**src/rtl/debounce_edge_pkg.sv**
```systemverilog
// Shared constants and helpers for the debounce_edge per-bit debouncer.
package debounce_edge_pkg;

  localparam int unsigned DefaultWidth = 3;
  localparam int unsigned DefaultCount = 4;

  // Counter width able to hold 0..count; clamps to 1 so an illegal COUNT still elaborates far
  // enough to report its own error.
  function automatic int unsigned cnt_w(input int unsigned count);
    return (count < 1) ? 1 : $clog2(count + 1);
  endfunction

endpackage

```
**src/rtl/debounce_edge_bit.sv**
```systemverilog
// Single-channel debouncer: level register, run-length counter and registered edge strobes.
// Optional push-on/push-off toggle output when DEBOUNCE_EDGE_TOGGLE_EN is defined.
module debounce_edge_bit
  import debounce_edge_pkg::*;
#(
  parameter int unsigned COUNT = DefaultCount,
  parameter logic        INIT  = 1'b0
) (
  input  logic i_clk,
  input  logic i_reset,
  input  logic i_input,
  output logic o_state,
  output logic o_rise,
  output logic o_fall
);

  localparam int unsigned CntW = cnt_w(COUNT);
  localparam logic [CntW-1:0] CntLast = CntW'(COUNT - 1);

  logic            s_q;
  logic [CntW-1:0] c_q;
  logic            rise_q;
  logic            fall_q;
  logic            accept;

  // The input has disagreed with the level for COUNT consecutive edges, including this one.
  assign accept = (i_input != s_q) && (c_q == CntLast);

  always_ff @(posedge i_clk or posedge i_reset) begin
    if (i_reset) begin
      s_q    <= INIT;
      c_q    <= '0;
      rise_q <= 1'b0;
      fall_q <= 1'b0;
    end else begin
      rise_q <= 1'b0;
      fall_q <= 1'b0;
      if (i_input == s_q) begin
        c_q <= '0;
      end else if (!accept) begin
        c_q <= c_q + 1'b1;
      end else begin
        s_q    <= i_input;
        c_q    <= '0;
        rise_q <= i_input;
        fall_q <= ~i_input;
      end
    end
  end

`ifdef DEBOUNCE_EDGE_TOGGLE_EN
  logic t_q;

  // Flips on the same edge that raises the rise strobe, so state and strobe appear together.
  always_ff @(posedge i_clk or posedge i_reset) begin
    if (i_reset) begin
      t_q <= 1'b0;
    end else if (accept && i_input) begin
      t_q <= ~t_q;
    end
  end

  assign o_state = t_q;
`else
  assign o_state = s_q;
`endif

  assign o_rise = rise_q;
  assign o_fall = fall_q;

endmodule

```
**src/rtl/debounce_edge.sv**
```systemverilog
// Per-bit debouncer and edge detector for inputs already synchronized to i_clk.
// Define DEBOUNCE_EDGE_TOGGLE_EN to make ov_state a push-on/push-off toggle per bit.
module debounce_edge
  import debounce_edge_pkg::*;
#(
  parameter int unsigned       WIDTH = DefaultWidth,
  parameter int unsigned       COUNT = DefaultCount,
  parameter logic [WIDTH-1:0]  INIT  = {WIDTH{1'b0}}
) (
  input  logic             i_clk,
  input  logic             i_reset,
  input  logic [WIDTH-1:0] iv_input,
  output logic [WIDTH-1:0] ov_state,
  output logic [WIDTH-1:0] ov_rise,
  output logic [WIDTH-1:0] ov_fall
);

  if (COUNT < 1 || WIDTH < 1) begin : gen_param_check
    $error("debounce_edge: COUNT and WIDTH must both be at least 1");
  end

  for (genvar i = 0; i < WIDTH; i++) begin : gen_bit
    debounce_edge_bit #(
      .COUNT (COUNT),
      .INIT  (INIT[i])
    ) u_bit (
      .i_clk   (i_clk),
      .i_reset (i_reset),
      .i_input (iv_input[i]),
      .o_state (ov_state[i]),
      .o_rise  (ov_rise[i]),
      .o_fall  (ov_fall[i])
    );
  end

endmodule

```
**config.mk**
```make
export PLATFORM = sky130hd
export DESIGN_NAME = debounce_edge
export DESIGN_NICKNAME = d
export VERILOG_FILES = /design/src/rtl/debounce_edge_pkg.sv /design/src/rtl/debounce_edge_bit.sv /design/src/rtl/debounce_edge.sv
export SDC_FILE = /design/constraint.sdc
export NUM_CORES = 1
export LEC_CHECK = 0
export BUFFER_PORTS_ARGS = -buffer_cell sky130_fd_sc_hd__buf_2
export CAP_MARGIN = 20
export CORE_AREA = 8 8 71 55
export DETAILED_ROUTE_END_ITERATION = 10
export DIE_AREA = 0 0 79 63
export PLACE_DENSITY = 0.43
export SYNTH_ARGS = -nofsm -noshare
export SYNTH_HDL_FRONTEND = slang
export SYNTH_SLANG_ARGS = --single-unit
```
**constraint.sdc**
```tcl
create_clock -name i_clk -period 2.35 [get_ports i_clk]
set_input_delay 0 -clock i_clk [delete_from_list [all_inputs] [get_ports i_clk]]
set_output_delay 0 -clock i_clk [all_outputs]
set_load 0.01 [all_outputs]
```
==> results_dict.tcl, run 1 <==
set metrics [dict create \
    status "complete, no violations" \
    initial_core_util_pct 26.9 \
    maxCapViolCount 0 \
    seq_area_sq_um 450 \
    synth_edf_count 0 \
    synth-main-ff-cell "dfrtp_1" \
    rsz0062_at_grt "false" \
    cp.arrival_ns 1.30 \
    crit_chain "ha_1 -> nor2b_4 -> mux2_1" \
    synth_seq_cells 18 \
    fp.dieArea_sq_um 4980 \
    ys_types 14 \
    netlist_instances 56 \
    synthTopCellsByCount "dfrtp_1, buf_4, nor3b_1" \
    cp_slowest_cell "dfrtp_1" \
    yosysSeqAreaShare_pct 58.0 \
    cts_inserted_buffers 3 \
    fmax_mhz 854 \
    nets 76 \
    hold_slack_ns 0.0417 \
    cp-start-kind "flop" \
    powerDensity_nw_per_um2 1010 \
    placedCellCount 98 \
    post-synth-top-area-cell "dfrtp_1" \
    path_class "flop to flop" \
    synth_top_area_share_pct 58.0 \
    clkSinkCount 18 \
    multi_input_area_sq_um 255 \
    yosys_warnings 0 \
    tns_ns 0 \
    cts_root_buffer "clkbuf_8" \
    cts_tree "built" \
    overflow 0 \
    post_drt_wl_per_cell_microns 10.3 \
    pin_count 14 \
    fin_crit_ns 1.17 \
    fin_skew_ns 0.00170 \
    hp-class "primary input to flop" \
    utilization_pct 31.4 \
    grt_pass1_vias 431 \
    synth_nets 64 \
    critPathMaxStageDelay_ns 0.35 \
    io_buffers 13 \
    path_clk_slew_ns 0.06 \
    postSynthAreaPerCell_sq_um 13.9 \
    clock_latency_ns 0.25 \
    grt_pass1_wl_mm 1.97 \
    synth_area_leaders "dfrtp_1, buf_4, nor3b_1" \
    internal-power_uw 662 \
    postCtsSetupBuffers 0 \
    p_seq_share_pct 47.8 \
    grt_max_degree 19 \
    ant_nets 0 \
    antenna_cells 0 \
    async_flop_share_pct 100 \
    end_kind "flop" \
    yosysMostFrequentCell "dfrtp_1" \
    vias_per_cell 3.81 \
    fin_crit_sh_pct 49.8 \
    crit_fanout 3 \
    synth.cell_area_sq_um 777 \
    clock_power_share_pct 26.5 \
    syn_to_final_growth_pct 16.7 \
    die_w_microns 79 \
    dp_hpwl_microns 831 \
    drtPass1Iterations 2 \
    stdcell_count 105 \
    drive_gt1_share_pct 32.8 \
    ir_worst_vdd_uv 470 \
    swShare_pct 27.5 \
    cp.required_ns 2.48 \
    place_congestion 0.607 \
    grt_usage_pct 5.28 \
    p_leak_uw 0.000443 \
    htree_levels 1 \
    worst_slew_pin_slew_ns 0.665 \
    dpl_cell_area_sq_um 822 \
    drc 0 \
    coreArea_sq_um 2890 \
    hold_viol 0 \
    p_comb_share_pct 25.7 \
    n_fill_cell 305 \
    power_switching_uw 252 \
    drt-initial-drc-count 10 \
    maxSlewHeadroom_pct 55.6 \
    antenna_found_initial 0 \
    slew_violations 0 \
    clockBufferDepth 2 \
    drt-total-wl_mm 1.08 \
    die-height_microns 63 \
    final_area_sq_um 907 \
    vias 400 \
    setup_viol 0 \
    rows 17 \
]
## layout by cell type, fill, tap and decap left out
cell	synthesis	final
inv_1	1	1
nand2b_1	1	1
mux2_1	1	1
nor2b_4	2	2
nor3_1	2	2
mux2_2	2	2
dfrtp_1	18	18
buf_2	0	13
clkbuf_8	0	4
nand2b_4	1	1
nor3b_1	9	9
and3b_1	3	3
ha_1	3	3
dlygate4sd3_1	0	3
nor2b_1	1	1
xnor2_1	3	3
## sequential cells by signal, indices dropped and copies added, names as in the netlist
register / count
gen_bit.u_bit.c_q: 9
gen_bit.u_bit.o_fall: 3
gen_bit.u_bit.o_rise: 3
gen_bit.u_bit.o_state: 3
## path summary, 6_finish.rpt
kind / startpoint / to / slack [ns] / cells past startpoint
worst max-delay path: gen_bit[2].u_bit.c_q[0] / gen_bit[2].u_bit.o_state / 1.18 / 3
worst min-delay path: iv_input[1] / gen_bit[1].u_bit.o_state / 0.04 / 2
worst max register to register: gen_bit[2].u_bit.c_q[0] / gen_bit[2].u_bit.o_state / 1.18 / 3
worst min register to register: gen_bit[0].u_bit.c_q[0] / gen_bit[0].u_bit.c_q[0] / 0.45 / 1
max in group asynchronous: i_reset / gen_bit[1].u_bit.c_q[0] / 1.54 / 3
min in group asynchronous: i_reset / gen_bit[2].u_bit.o_rise / 0.39 / 3
## power groups by stage
stage / Sequential (uW) / Clock, uW / Combinational (uW)
after floorplan: 431 / 0 / 219
after global placement: 439 / 0 / 236
after detailed placement: 442 / 0 / 238
after CTS: 437 / 254 / 242
after global routing: 449 / 272 / 271
final: 436 / 242 / 235
## routing by layer
metal	wire length [microns]	GRT usage (%)	vias up
met5	0	0	-
met4	7	1.38	0
met3	105	4.17	2
met2	411	6.86	14
met1	559	6.45	182
li1	-	-	202
## area by class of cell
type                       instances  share of cell area (%)
clock buffer                       4                    6.07
timing repair buffer              16                    10.5
sequential                        18                    49.7
tap                               38                    5.24
inverter                           1                   0.414
multi-input combinational         28                    28.1
## kinds of logic (layout without fill, tap and decap cells)
logic type	count (synthesis)	after routing	synth area share, %
simple gates	19	19	20.3
flops	18	18	58.0
buf+inv	10	21	9.18
fa+ha+maj	3	3	4.83
xor+xnor	3	3	3.38
mux	3	3	4.35
## timing repair
item                                    4_1_cts  5_1_grt
endpoints found under the setup margin        0        0
hold buffers                                  3        0
resized for setup                             0        0
endpoints found under the hold margin        20        0
## critical path: cells and delay by family, from the launching register on
kind / cells / cell delay [ns]
flip-flops: 1 / 0.35
multiplexers: 1 / 0.32
adder cells (fa/ha/maj): 1 / 0.20
AND/OR/NAND/NOR: 1 / 0.19
## metrics by stage
| stage | power [uW] | setup slack [ns] |
|---|---|---|
| floorplan | 650 | 1.23 |
| global placement | 675 | 1.20 |
| detailed placement | 680 | 1.18 |
| CTS | 934 | 1.16 |
| global route | 993 | 1.06 |
| finish | 914 | 1.18 |
Note: power is estimated with default switching activity, not from simulation.
==> inputs of run 2 (changes only) <==
Settings changed: PLACE_DENSITY 0.43 to 0.44.
Clock period 2.35 ns to 0.95 ns, I/O delays scaled along.
==> run 2 against run 1 <==
Net effect: the run now ends with setup timing left; fmax up 4.7%; sequential share of layout area down 11 points; utilization up 9.0 points; register-to-register slack worse by 1.3 ns; global-route usage up 0.79 points; via count up 18%; flip-flop and latch count unchanged; setup slack worse by 1.3 ns; clock power rose to 2.5 times the previous value.
==> results_dict.tcl, run 2 (synthesized netlist as in run 1, its figures left out) <==
set metrics [dict create \
    pin_count 14 \
    path_clk_slew_ns 0.06 \
    worst_slew_pin_slew_ns 0.244 \
    regMostFlops "gen_bit.u_bit.c_q" \
    post_drt_wl_per_cell_microns 11.7 \
    initial_core_util_pct 26.9 \
    fp.dieArea_sq_um 4980 \
    htree_levels 1 \
    nets 90 \
    crit_fanout 4 \
    vias 473 \
    cts_root_buffer "clkbuf_8" \
    hold_slack_ns 0.0531 \
    place_congestion 0.649 \
    final_common_cell "dfrtp_1" \
    hp-class "primary input to flop" \
    grt_usage_pct 6.07 \
    grt_max_degree 19 \
    placedCellCount 106 \
    io_buffers 13 \
    rsz0062_at_grt "true" \
    die-height_microns 63 \
    violations "setup timing" \
    busiest_layer "met2" \
    fin_crit_ns 1.12 \
    coreArea_sq_um 2890 \
    power_switching_uw 882 \
    vias_per_cell 3.97 \
    drive_gt1_share_pct 66.7 \
    slew_violations 0 \
    cp-start-kind "flop" \
    dp_hpwl_microns 933 \
    clkSinkCount 18 \
    final_cell_mix "dfrtp_1, buf_2, buf_4" \
    grtUsageMet1_pct 6.95 \
    drtPass1Iterations 3 \
    power_uw 3040 \
    dpl_cell_area_sq_um 901 \
    die_w_microns 79 \
    setup_ws_ns -0.169 \
    status "finished, violations left" \
    grtUsageMet3_pct 4.17 \
    clock_power_share_pct 20.1 \
    grt_pass1_wl_mm 2.35 \
    rows 17 \
    p_seq_share_pct 37.0 \
    antenna_found_initial 0 \
    multi_input_area_sq_um 377 \
    cts_tree "built" \
    drt-initial-drc-count 3 \
    cp.arrival_ns 1.25 \
    largest_register_ffs 9 \
    powerDensity_nw_per_um2 2610 \
    ir_worst_vdd_uv 918 \
    fmax_mhz 894 \
    p_comb_share_pct 42.9 \
    end_kind "flop" \
    overflow 0 \
    internal-power_uw 2160 \
    clock_latency_ns 0.25 \
    pre_cts_slack_ns -0.160 \
    grtUsageMet2_pct 9.01 \
    grt_pass1_vias 509 \
    setup_viol 10 \
    maxCapViolCount 0 \
    cts_inserted_buffers 3 \
    syn_to_final_growth_pct 50.1 \
    seq_area_sq_um 452 \
    drc 0 \
    drt-total-wl_mm 1.39 \
    ant_nets 0 \
    hold_viol 0 \
    fin_skew_ns 0.00706 \
    fin_crit_sh_pct 118 \
    p_leak_uw 0.000561 \
    n_fill_cell 301 \
    final_area_sq_um 1170 \
    cp.required_ns 1.08 \
    stdcell_count 119 \
    maxSlewHeadroom_pct 83.7 \
    clockBufferDepth 2 \
    swShare_pct 29.0 \
    path_class "flop to flop" \
    antenna_cells 0 \
]
run 2: cell types whose count changed in the layout (fill, tap and decap cells not counted), moves of 2 or more:
cell / change
nor3b_1: -8
ha_1: -3
xnor2_2: +2
nor3b_2: +8
buf_6: +7
buf_2: -2
buf_4: +9
mux2_4: +3
mux2_2: -2
ha_2: +2
xnor2_1: -3
run 2: layer usage:
metal	part of all wire, %	vias to the layer above
met5	0	-
met1	46	236
li1	-	228
met3	6.2	0
met2	48	9
met4	0	0
run 2: power groups by stage:
stage | Sequential (uW) | Clock [uW] | Combinational (uW)
3_5_place_dp | 1080 | 0 | 835
2_1_floorplan | 1070 | 0 | 598
4_1_cts | 1100 | 632 | 1150
3_3_place_gp | 1070 | 0 | 808
5_1_grt | 1150 | 662 | 1430
6_report | 1130 | 613 | 1310
run 2: layout make-up:
cell class	count	share of cell area, %
clock buffer	4	4.72
timing repair buffer	30	19.8
tap	38	4.08
sequential	18	38.7
inverter	1	0.322
multi-input combinational	28	32.3
run 2: stage by stage:
step / util, % / setup TNS [ns]
after CTS: 38.4 / -0.768
final: 40.3 / -0.774
after global placement: 31.1 / -0.798
after floorplan: - / -0.330
after global routing: 40.3 / -1.36
after detailed placement: 31.1 / -0.992
run 2: critical path: stages, from the launching register on:
cell and delay [ns]:
dfrtp_1 0.35, ha_2 0.18, nor2b_4 0.17, mux2_4 0.30
run 2: path summary, 6_finish.rpt:
check | from | to | slack, ns | cells past startpoint
max in group asynchronous | i_reset | gen_bit[1].u_bit.o_state | 0.45 | 4
worst max register to register | gen_bit[1].u_bit.c_q[0] | gen_bit[1].u_bit.o_state | -0.17 | 3
worst min-delay path | iv_input[1] | gen_bit[1].u_bit.o_state | 0.05 | 2
worst min register to register | gen_bit[0].u_bit.c_q[2] | gen_bit[0].u_bit.c_q[2] | 0.53 | 1
min in group asynchronous | i_reset | gen_bit[0].u_bit.c_q[1] | 0.29 | 4
worst max-delay path | gen_bit[1].u_bit.c_q[0] | gen_bit[1].u_bit.o_state | -0.17 | 3
run 2: timing repair:
action,CTS,global route
resized for setup,17,7
hold buffers,3,0
endpoints found under the setup margin,15,20
pin swaps,7,3
buffers inserted,4,2
endpoints found under the hold margin,20,0
